**src/rtl/register_file_8x16_pkg.sv**
```systemverilog
// Shared constants for the 8x16 register file: default geometry and the
// all-zero word that storage and read data return to on reset.
package register_file_8x16_pkg;

  localparam int DEFAULT_WIDTH         = 16;
  localparam int DEFAULT_DEPTH         = 8;
  localparam int DEFAULT_ADDRESS_WIDTH = 4;

  localparam logic [DEFAULT_WIDTH-1:0] RESET_WORD = '0;

endpackage

```
**src/rtl/register_file_8x16_if.sv**
```systemverilog
// Controller-side bus of the register file: address/enable/data request,
// registered read response, and the exported copies of entries 0..3.
interface register_file_8x16_if
  import register_file_8x16_pkg::*;
#(
  parameter int WIDTH         = DEFAULT_WIDTH,
  parameter int ADDRESS_WIDTH = DEFAULT_ADDRESS_WIDTH
);

  logic [WIDTH-1:0]         WrData;
  logic [ADDRESS_WIDTH-1:0] Address;
  logic                     WrEn;
  logic                     RdEn;
  logic [WIDTH-1:0]         RdData;
  logic                     RdData_Valid;
  logic [WIDTH-1:0]         REG0;
  logic [WIDTH-1:0]         REG1;
  logic [WIDTH-1:0]         REG2;
  logic [WIDTH-1:0]         REG3;

  modport master (
    output WrData, Address, WrEn, RdEn,
    input  RdData, RdData_Valid, REG0, REG1, REG2, REG3
  );

  modport slave (
    input  WrData, Address, WrEn, RdEn,
    output RdData, RdData_Valid, REG0, REG1, REG2, REG3
  );

endinterface

```
**src/rtl/register_file_8x16.sv**
```systemverilog
// 8-entry x 16-bit register file with one shared address port, registered
// read data plus valid strobe, and entries 0..3 exported combinationally.
module register_file_8x16
  import register_file_8x16_pkg::*;
#(
  parameter int WIDTH         = DEFAULT_WIDTH,
  parameter int DEPTH         = DEFAULT_DEPTH,
  parameter int ADDRESS_WIDTH = DEFAULT_ADDRESS_WIDTH
) (
  input logic                 CLK,
  input logic                 RST,
  register_file_8x16_if.slave bus
);

  localparam int INDEX_WIDTH = $clog2(DEPTH);
  localparam logic [WIDTH-1:0] ZERO_WORD = WIDTH'(RESET_WORD);

  logic [WIDTH-1:0]       entries [DEPTH];
  logic [INDEX_WIDTH-1:0] index;
  logic                   inRange;
  logic                   wrAccept;
  logic                   rdAccept;

  // Out-of-range addresses must never alias onto a real entry, so the
  // truncated index is only trusted when the full address is below DEPTH.
  assign inRange  = 32'(bus.Address) < 32'(DEPTH);
  assign index    = bus.Address[INDEX_WIDTH-1:0];
  assign wrAccept = bus.WrEn && !bus.RdEn && inRange;
  assign rdAccept = bus.RdEn && !bus.WrEn;

  always_ff @(posedge CLK or negedge RST) begin
    if (!RST) begin
      for (int i = 0; i < DEPTH; i++) begin
        entries[i] <= ZERO_WORD;
      end
    end else if (wrAccept) begin
      entries[index] <= bus.WrData;
    end
  end

  // Out-of-range reads still strobe valid so the requester's handshake completes.
  always_ff @(posedge CLK or negedge RST) begin
    if (!RST) begin
      bus.RdData       <= ZERO_WORD;
      bus.RdData_Valid <= 1'b0;
    end else begin
      bus.RdData_Valid <= rdAccept;
      if (rdAccept) begin
        bus.RdData <= inRange ? entries[index] : ZERO_WORD;
      end
    end
  end

  assign bus.REG0 = entries[0];
  assign bus.REG1 = entries[1];
  assign bus.REG2 = entries[2];
  assign bus.REG3 = entries[3];

endmodule

```
**src/flat_wrapper.sv**
```systemverilog
// flat-port wrapper written by rule: the top's interface ports become plain ports
module register_file_8x16_flat import register_file_8x16_pkg::*;
#(
  parameter int WIDTH         = DEFAULT_WIDTH,
  parameter int DEPTH         = DEFAULT_DEPTH,
  parameter int ADDRESS_WIDTH = DEFAULT_ADDRESS_WIDTH
)
  (CLK, RST, bus_WrData, bus_Address, bus_WrEn, bus_RdEn, bus_RdData, bus_RdData_Valid, bus_REG0, bus_REG1, bus_REG2, bus_REG3);
  register_file_8x16_if #(.WIDTH(WIDTH), .ADDRESS_WIDTH(ADDRESS_WIDTH)) bus_i ();
  input logic CLK;
  input logic RST;
  input wire logic [$bits(bus_i.WrData)-1:0] bus_WrData;
  input wire logic [$bits(bus_i.Address)-1:0] bus_Address;
  input wire logic [$bits(bus_i.WrEn)-1:0] bus_WrEn;
  input wire logic [$bits(bus_i.RdEn)-1:0] bus_RdEn;
  output wire logic [$bits(bus_i.RdData)-1:0] bus_RdData;
  output wire logic [$bits(bus_i.RdData_Valid)-1:0] bus_RdData_Valid;
  output wire logic [$bits(bus_i.REG0)-1:0] bus_REG0;
  output wire logic [$bits(bus_i.REG1)-1:0] bus_REG1;
  output wire logic [$bits(bus_i.REG2)-1:0] bus_REG2;
  output wire logic [$bits(bus_i.REG3)-1:0] bus_REG3;
  assign bus_i.WrData = bus_WrData;
  assign bus_i.Address = bus_Address;
  assign bus_i.WrEn = bus_WrEn;
  assign bus_i.RdEn = bus_RdEn;
  assign bus_RdData = bus_i.RdData;
  assign bus_RdData_Valid = bus_i.RdData_Valid;
  assign bus_REG0 = bus_i.REG0;
  assign bus_REG1 = bus_i.REG1;
  assign bus_REG2 = bus_i.REG2;
  assign bus_REG3 = bus_i.REG3;
  register_file_8x16 #(.WIDTH(WIDTH), .DEPTH(DEPTH), .ADDRESS_WIDTH(ADDRESS_WIDTH)) u_core (.CLK(CLK), .RST(RST), .bus(bus_i));
endmodule
```
**config.mk**
```make
export PLATFORM = sky130hd
export DESIGN_NAME = register_file_8x16_flat
export DESIGN_NICKNAME = d
export VERILOG_FILES = /design/src/rtl/register_file_8x16_pkg.sv /design/src/rtl/register_file_8x16_if.sv /design/src/rtl/register_file_8x16.sv /design/src/flat_wrapper.sv
export SDC_FILE = /design/constraint.sdc
export NUM_CORES = 1
export LEC_CHECK = 0
export CAP_MARGIN = 5
export CORE_AREA = 2 2 122 124
export CTS_CLUSTER_DIAMETER = 60
export DETAILED_ROUTE_END_ITERATION = 8
export DIE_AREA = 0 0 124 126
export MAX_ROUTING_LAYER = met4
export PLACE_DENSITY = 0.74
export SLEW_MARGIN = 40
export SYNTH_ARGS = -nofsm -noshare
export SYNTH_HDL_FRONTEND = slang
export SYNTH_SLANG_ARGS = --single-unit
```
**constraint.sdc**
```tcl
create_clock -name CLK -period 1.5 [get_ports CLK]
set_clock_uncertainty 0.05 [all_clocks]
set_input_delay 0.3 -clock CLK [delete_from_list [all_inputs] [get_ports CLK]]
set_output_delay 0.3 -clock CLK [all_outputs]
set_load 0.1 [all_outputs]
```
**After elaboration in Yosys (flattened, before gate mapping)**

Cells that the tools add are included.
Widths: inputs -> output; s select.

- $lt $le $gt $ge: 3
- Multiplexer cells: 7
- Bitwise gates (word level): 1
- Reduce and logical (&&, ||, !) cells: 6

Operators with widths:

| kind | number |
|---|---|
| $bwmux 128 | 1 |
| $mux 16 | 4 |
| $bmux 16 s3 | 1 |
| $demux 16 s3 | 1 |
| $ge 4x4->1 const B | 1 |
| $logic_and 1x1->1 | 4 |
| $lt 4x1->1 const B | 1 |
| $lt 4x4->1 const B | 1 |
| $not 3->4 | 1 |
| $logic_not 1->1 | 2 |

- Bits in registers: 145
- Input port bits: 24
- Word-level logic and storage cells: 27

**Longest topological paths before layout**

Gate-level depths: netlist of the first run.

- Word-level depth: 6
- Mapped depth: 6
- Mapped depth without buffers: 4

**Worst setup path before layout of the first run**

No wires, ideal clock.

- Path kind: input-to-reg
- Start: in bus_RdEn
- End: reg u_core.entries[0] (netlist bit)
- Data arrival time: 1344 ps
- Data required time: 1325 ps
- Slack: -19 ps
- Stages on the path: 4
- Path buffers: 1
- Path through: nand4b_4 -> nor3b_4 -> buf_8 -> mux2_4

- Longest elaborated chain between the ends: 3

RTL lines:

| element | line | RTL |
|---|---|---|
| from (decl) | flat_wrapper.sv:15 | `input wire logic [$bits(bus_i.RdEn)-1:0] bus_RdEn;` |
| $logic_not 1->1 | register_file_8x16.sv:28 | `assign wrAccept = bus.WrEn && !bus.RdEn && inRange;` |
| $logic_and 1x1->1 (2 in a row) | register_file_8x16.sv:28 |  |
| to (signal, indexed assignment) | register_file_8x16.sv:37 | `entries[index] <= bus.WrData;` |
| to (decl) | register_file_8x16.sv:18 | `logic [WIDTH-1:0] entries [DEPTH];` |

Every way passes these cells.
A chain may end at the register's enable or synchronous reset.

**Worst setup path after layout of the first run**

- Start: in bus_Address[3]
- End: reg u_core.entries, in the netlist u_core.bus.REG3[2]

- Longest elaborated chain between the ends: 2

RTL lines:

| element | line | RTL |
|---|---|---|
| from (decl) | flat_wrapper.sv:13 | `input wire logic [$bits(bus_i.Address)-1:0] bus_Address;` |
| $lt 4x4->1 | register_file_8x16.sv:26 | `assign inRange = 32'(bus.Address) < 32'(DEPTH);` |
| $logic_and 1x1->1 | register_file_8x16.sv:28 |  |

Every way passes these cells.

==> summary.txt, run 1 <==
Detailed routing
  – DRC Markers: 0
  – Antenna Violating Nets Remaining: 0
  – DR iter-0 viols: 209
  – Number of search-and-repair iterations in the first detailed-routing pass: 4
  – Via total after detailed routing: 4,431
  – Vias/cell: 5.55
  – Overall routed net length: 16.2 mm
  – Average detailed-routed wire length per instance: 20.3 um

Worst setup path
  – Stages on the worst setup path: 5
  – Reg-to-reg slack, setup: 250 ps
  – Setup crit start kind: input pin
  – Req. time, crit path: 1760 ps
  – Critical path capture point type: register
  – Worst path max stage delay: 470 ps
  – Critical path buffers and inverters: 3
  – CP Capture Point: u_core.bus.REG3[2]
  – Beginning of the critical path: bus_Address[3]
  – Largest fanout of any net on the critical path: 4
  – Kind of critical path: input pin to register
  – WP data arrival: 1750 ps
  – Worst R2R End: u_core.bus.RdData[5]
  – CP max-delay cell: sky130_fd_sc_hd__clkdlybuf4s50_1
  – Worst-case reg-to-reg path depth: 4
  – Startpoint of the worst register-to-register path: u_core.bus.REG3[5]
  – Worst path most repeated cell: sky130_fd_sc_hd__buf_4
  – Family with the most delay on the worst path: buffers and inverters
  – Cell-by-cell trace of the critical path: clkdlybuf4s50_1 > buf_4 > nor3_4 > buf_4 > mux2_2

Cells and area
  – Area overhead of the layout relative to synthesis: 35.2%
  – Post-route standard cell area excluding fillers: 0.00950 mm2
  – Nets: 626
  – Total area of sequential cells: 0.00363 mm2
  – Area of combinational cells with multiple inputs: 0.00276 mm2
  – Diodes inserted: 0
  – Number of fillers in the final layout: 1,000
  – Share of post-route cells with drive strength above 1: 47.4%

Timing
  – Max Slew Vio Count: 0
  – Post-layout min period: 1490 ps
  – Setup violation total in the final timing report: 0
  – Smallest hold slack: 306 ps
  – Timing-limited maximum frequency: 669 MHz
  – Actual slew at the worst max-slew pin: 460 ps
  – Count of final hold-check violations: 0
  – Relative slew slack: 69.2%
  – Unrepaired setup endpoints after global routing: false
  – Share of the cycle needed by the critical path after routing: 99.6%

Synth
  – Synthesized cell area: 0.00702 mm2
  – Cell accounting for the most synthesized area: sky130_fd_sc_hd__dfrtp_1
  – Number of distinct library cells after synthesis: 26
  – Cell types with the largest area share after synthesis: sky130_fd_sc_hd__dfrtp_1, sky130_fd_sc_hd__mux2_2, sky130_fd_sc_hd__mux2i_1, sky130_fd_sc_hd__buf_4, sky130_fd_sc_hd__mux2_4
  – Sequential area share after synthesis: 51.7%
  – Count of flip-flops with a built-in enable after synthesis: 0
  – Net count after synthesis: 551
  – Average footprint of a synthesized cell: 13.3 um2
  – Number of storage elements in the synthesis netlist: 145
  – Top cell type's share of synthesized area: 51.7%
  – Most common cell in the netlist: sky130_fd_sc_hd__dfrtp_1
  – Top cells by instance count after synthesis: sky130_fd_sc_hd__dfrtp_1, sky130_fd_sc_hd__mux2_2, sky130_fd_sc_hd__buf_4
  – Asr flop ratio synth: 100%
  – Yosys synthesis warning count: 0
  – Top_reg_cell synth: sky130_fd_sc_hd__dfrtp_1
  – Synthesized instance count: 527

GRT
  – Total Routing Usage GR: 23.2%
  – Global-route wire length before repair: 26.3 mm
  – Grt met2 use: 36.5%
  – Global routing met1 resource utilization: 30.5%
  – Sum of overflow across all layers after global routing: 0
  – Via count of the first global-routing pass: 4,782
  – Pin count of the biggest net entering global routing: 43
  – Met3 Track Usage GR: 4.80%
  – Most used routing layer: met2
  – Number of antenna violations at the first check in global routing: 0

Floorplan
  – Full die area: 0.0156 mm2
  – Floorplan die height: 126 um
  – I/O pin cnt: 105
  – Site row count: 44
  – Floorplan Core Area: 0.0143 mm2
  – Die extent in x: 124 um
  – Initial Util: 49.1%

Placement
  – Number of I/O port buffers: 104
  – Cell Area, Placed: 0.00892 mm2
  – Final estimated routing congestion in global placement: 0.916
  – Post-detail-place hpwl: 11.4 mm

Pwr
  – Peak VDD IR: 1.24 mV
  – Power density relative to cell area: 1650 mW/mm2
  – Final Power: 15,600 uW
  – LEAKAGE: 0.00452 uW

CTS
  – Maximum clock insertion buffer count: 2
  – Clock Pin Slew Worst Setup and Hold Paths: 60 ps
  – Number of buffers created by CTS: 17
  – TritonCTS clock tree: done
  – Library cell used as clock root buffer: sky130_fd_sc_hd__clkbuf_16
  – Clk_lat worst skew: 430 ps
  – Htree depth: 4
  – TritonCTS sink count: 145

Run
  – MaxCap Viol Count: 0

Outcome
  – Result of the run: complete, no violations

Hold path
  – Worst hold path class: input pin to asynchronous set/reset pin
-- flip-flops by register name (all words and copies together), names as in the netlist --
name and flops:
u_core.bus.REG1 16, u_core.entries 64, u_core.bus.REG2 16, u_core.bus.RdData 16
u_core.bus.REG0 16, u_core.bus.RdData_Valid 1, u_core.bus.REG3 16
-- worst min-delay path by stage --
| stage | from | end | slack, ps | cells past startpoint |
|---|---|---|---|---|
| final | RST | u_core.bus.REG0[2] | 310 | 2 |
| after global routing | RST | u_core.bus.REG0[2] | 350 | 2 |
| after CTS | RST | u_core.bus.REG0[1] | 320 | 2 |
| after detailed placement | RST | u_core.bus.REG0[1] | 200 | 1 |
| after global placement | RST | u_core.bus.REG3[2] | 200 | 1 |
| after floorplan | RST | u_core.bus.REG0[0] | -50 | 0 |
-- placed cells by master, fill, tap and decap left out, drive strengths merged, types with 3 or more instances in the layout --
cell | netlist | final
mux2i | 64 | 64
dlygate4sd2 | 0 | 4
nand2 | 39 | 39
clkinv | 0 | 6
mux2 | 128 | 128
o22ai | 32 | 32
clkinvlp | 0 | 3
nand2b | 3 | 3
clkdlybuf4s50 | 0 | 17
dfrtp | 145 | 145
buf | 82 | 123
o21ai | 16 | 16
clkbuf | 7 | 21
-- per-stage QoR --
stage / std cells / utilization, % / setup WS (ps) / setup TNS [ps]
2_1_floorplan: 527 / - / -0.0364 / -0.364
3_3_place_gp: 766 / 62.4 / -511 / -64090
3_5_place_dp: 766 / 62.4 / -566 / -69160
4_1_cts: 798 / 66.4 / 24.6 / 0
5_1_grt: 798 / 66.4 / 2.33 / 0
6_report: 798 / 66.4 / 6.12 / 0
-- logic make-up after synthesis --
| family | Yosys count | share of synthesized area, % |
|---|---|---|
| mux | 192 | 30.9 |
| flops | 145 | 51.7 |
| buf+inv | 90 | 9.19 |
| simple gates | 52 | 4.28 |
| compound gates | 48 | 3.99 |
-- worst register-to-register path, stage by stage, from the launching register on --
cell	delay, ps
sky130_fd_sc_hd__dfrtp_1	430
sky130_fd_sc_hd__mux2i_1	200
sky130_fd_sc_hd__o22ai_1	170
sky130_fd_sc_hd__o21ai_0	210
sky130_fd_sc_hd__nand2_1	70
-- report_power, final --
part | switching [uW] | internal, uW
Clock | 1590 | 2390
Sequential | 739 | 4650
Combinational | 3830 | 2430
-- metal layers --
layer,wire length (um),share of wire (%)
met5,0,0
met4,249,1.5
met3,691,4.3
met2,8310,51
met1,6960,43
-- cell type report --
type / instances / area share [%]
Clock buffer: 21 / 4.95
Sequential cell: 145 / 38.2
Timing Repair Buffer: 145 / 24.4
Inverter: 1 / 0.0395
Multi-Input combinational cell: 292 / 29.1
Clock inverter: 10 / 0.909
Tap cell: 184 / 2.42
-- what timing repair did --
| item | CTS | global route |
|---|---|---|
| setup endpoints to repair | 139 | 1 |
| buffers inserted | 0 | 0 |
| hold buffers | 1 | 0 |
| resized for setup | 6 | 1 |
| hold endpoints to repair | 35 | 0 |
| gates cloned | 0 | 0 |
No activity file was read; power rests on OpenSTA's default activity.
==> run 2, diff against run 1 <==
--- a/config.mk
+++ b/config.mk
@@ -6,12 +6,12 @@
 export NUM_CORES = 1
 export LEC_CHECK = 0
 export CAP_MARGIN = 5
-export CORE_AREA = 2 2 122 124
+export CORE_AREA = 2 2 136 138
 export CTS_CLUSTER_DIAMETER = 60
 export DETAILED_ROUTE_END_ITERATION = 8
-export DIE_AREA = 0 0 124 126
+export DIE_AREA = 0 0 138 140
 export MAX_ROUTING_LAYER = met4
-export PLACE_DENSITY = 0.74
+export PLACE_DENSITY = 0.58
 export SLEW_MARGIN = 40
 export SYNTH_ARGS = -nofsm -noshare
 export SYNTH_HDL_FRONTEND = slang
==> run 2 against run 1 <==
  * Die area grew 24%
  * Sequential power is essentially flat
  * Combinational power is essentially flat
==> summary.txt, run 2 (synthesized netlist as in run 1, its figures left out) <==
Worst setup path
  – Largest fanout of any net on the critical path: 3
  – Critical path capture point type: primary output
  – WP data arrival: 1080 ps
  – Worst path max stage delay: 440 ps
  – CP max-delay cell: sky130_fd_sc_hd__dfrtp_1
  – Critical path buffers and inverters: 1
  – Setup crit start kind: register
  – Kind of critical path: register to primary output
  – Req. time, crit path: 1150 ps
  – Family with the most delay on the worst path: flip-flops
  – Cell-by-cell trace of the critical path: buf_12

Timing
  – Unrepaired setup endpoints after global routing: false
  – Relative slew slack: 73.3%
  – Max Slew Vio Count: 0
  – Worst path setup slack after routing: 73.4 ps
  – Timing-limited maximum frequency: 701 MHz
  – Smallest hold slack: 261 ps
  – Share of the cycle needed by the critical path after routing: 95.1%
  – Actual slew at the worst max-slew pin: 401 ps
  – Setup violation total in the final timing report: 0
  – Count of final hold-check violations: 0
  – Setup_tns: 0 ps
  – Post-layout min period: 1430 ps

Floorplan
  – Die extent in x: 138 um
  – Floorplan Core Area: 0.0178 mm2
  – I/O pin cnt: 105
  – Site row count: 49
  – Floorplan die height: 140 um
  – Initial Util: 39.5%
  – Full die area: 0.0193 mm2

Pwr
  – Peak VDD IR: 0.920 mV
  – Final Power: 16,100 uW
  – LEAKAGE: 0.00461 uW
  – Portion of total power attributed to sequential cells: 33.5%
  – Comb power frac: 39.0%
  – Power density relative to cell area: 1650 mW/mm2
  – Switching power of the nets: 6140 uW
  – Internal power: 9920 uW
  – Switching share of power: 38.2%
  – Share of power burned in the clock network: 27.5%

CTS
  – Maximum clock insertion buffer count: 2
  – Clk_lat worst skew: 430 ps
  – Clock Pin Slew Worst Setup and Hold Paths: 60 ps
  – TritonCTS clock tree: done
  – Library cell used as clock root buffer: sky130_fd_sc_hd__clkbuf_16
  – Number of buffers created by CTS: 17
  – Htree depth: 4
  – TritonCTS sink count: 145

Detailed routing
  – Vias/cell: 5.15
  – Overall routed net length: 16.8 mm
  – Via total after detailed routing: 4,389
  – Antenna Violating Nets Remaining: 0
  – DRC Markers: 0
  – Number of search-and-repair iterations in the first detailed-routing pass: 4
  – Average detailed-routed wire length per instance: 19.7 um
  – DR iter-0 viols: 211

Cells and area
  – Total area of sequential cells: 0.00363 mm2
  – Nets: 634
  – Most used cells in the layout excluding fill and tap cells: sky130_fd_sc_hd__dfrtp_1, sky130_fd_sc_hd__mux2_2, sky130_fd_sc_hd__buf_12, sky130_fd_sc_hd__mux2i_1, sky130_fd_sc_hd__nand2_1
  – Area overhead of the layout relative to synthesis: 38.6%
  – Area of combinational cells with multiple inputs: 0.00275 mm2
  – Number of fillers in the final layout: 1,444
  – Share of post-route cells with drive strength above 1: 47.7%
  – Diodes inserted: 0
  – Final Non-Filler Cells: 852
  – Largest reg by FF count: u_core.entries
  – Number of flip-flops under the largest register name: 64
  – Most common library cell in the layout ignoring fill and taps: sky130_fd_sc_hd__dfrtp_1

GRT
  – Total Routing Usage GR: 18.6%
  – Global-route wire length before repair: 27.0 mm
  – Met3 Track Usage GR: 3.97%
  – Most used routing layer: met2
  – Pin count of the biggest net entering global routing: 37
  – Number of antenna violations at the first check in global routing: 0
  – Via count of the first global-routing pass: 4,812
  – Global routing met1 resource utilization: 23.0%
  – Grt met2 use: 30.2%
  – Sum of overflow across all layers after global routing: 0

Placement
  – Post-placement setup slack: -549 ps
  – Total instance count after detailed placement: 813
  – Number of I/O port buffers: 104
  – Final estimated routing congestion in global placement: 0.821
  – Post-detail-place hpwl: 11.6 mm

Hold path
  – Worst hold path class: input pin to asynchronous set/reset pin

Outcome
  – Result of the run: complete, no violations

Run
  – MaxCap Viol Count: 0
[run 2: cell count changes in the layout (fill, tap and decap cells not counted), sizes merged]
cell,previous run,this run
buf,123,130
clkdlybuf4s50,17,16
dlymetal6s2s,0,1
clkinvlp,3,2
clkbuf,21,23
clkinv,6,4
bufinv,1,4
[run 2: path summary, 6_finish.rpt]
kind                                    start              endpoint  slack [ps]  depth (start not counted)
setup / recovery           u_core.bus.REG0[3]           bus_REG0[3]          70                          1
hold / removal                            RST    u_core.bus.REG0[1]         260                          2
setup reg to reg           u_core.bus.REG3[7]  u_core.bus.RdData[7]         260                          4
hold reg to reg            u_core.entries[13]    u_core.entries[13]         450                          1
max in group asynchronous                 RST   u_core.bus.REG0[12]         520                          3
min in group CLK           u_core.entries[13]    u_core.entries[13]         450                          1
[run 2: metal layers]
metal | vias up | wire [um]
met4 | 0 | 303
met3 | 27 | 750
li1 | 1987 | -
met2 | 126 | 8450
met5 | - | 0
met1 | 2249 | 7300
[run 2: per-stage QoR]
step | util (%) | cell area, um2
2_1_floorplan | - | 7020
3_5_place_dp | 50.8 | 9030
4_1_cts | 54.5 | 9690
3_3_place_gp | 50.8 | 9030
5_1_grt | 54.8 | 9740
6_report | 54.8 | 9740
[run 2: layout make-up]
class                      instances  share of cell area, %
clock buffer                      22                   4.66
clock inverter                    10                   1.63
inverter                           1                 0.0386
multi-input combinational        292                   28.2
sequential                       145                   37.3
tap                              229                   2.94
timing repair buffer             153                   25.2
[run 2: power by group through the flow]
stage | Combinational [uW] | Sequential (uW) | Clock [uW]
after CTS | 6300 | 5380 | 4500
after floorplan | 4180 | 5490 | 0
after global routing | 6460 | 5480 | 4680
final | 6260 | 5390 | 4420
after detailed placement | 6300 | 5440 | 0
after global placement | 6240 | 5400 | 0
[run 2: what timing repair did]
item                                   CTS  global route
gates resized for setup                  5             1
pin swaps                                1             1
cloned                                   1             1
endpoints found under the hold margin   50             0
setup buffers                            2             2
hold buffers                             1             0
setup endpoints to repair               94            24
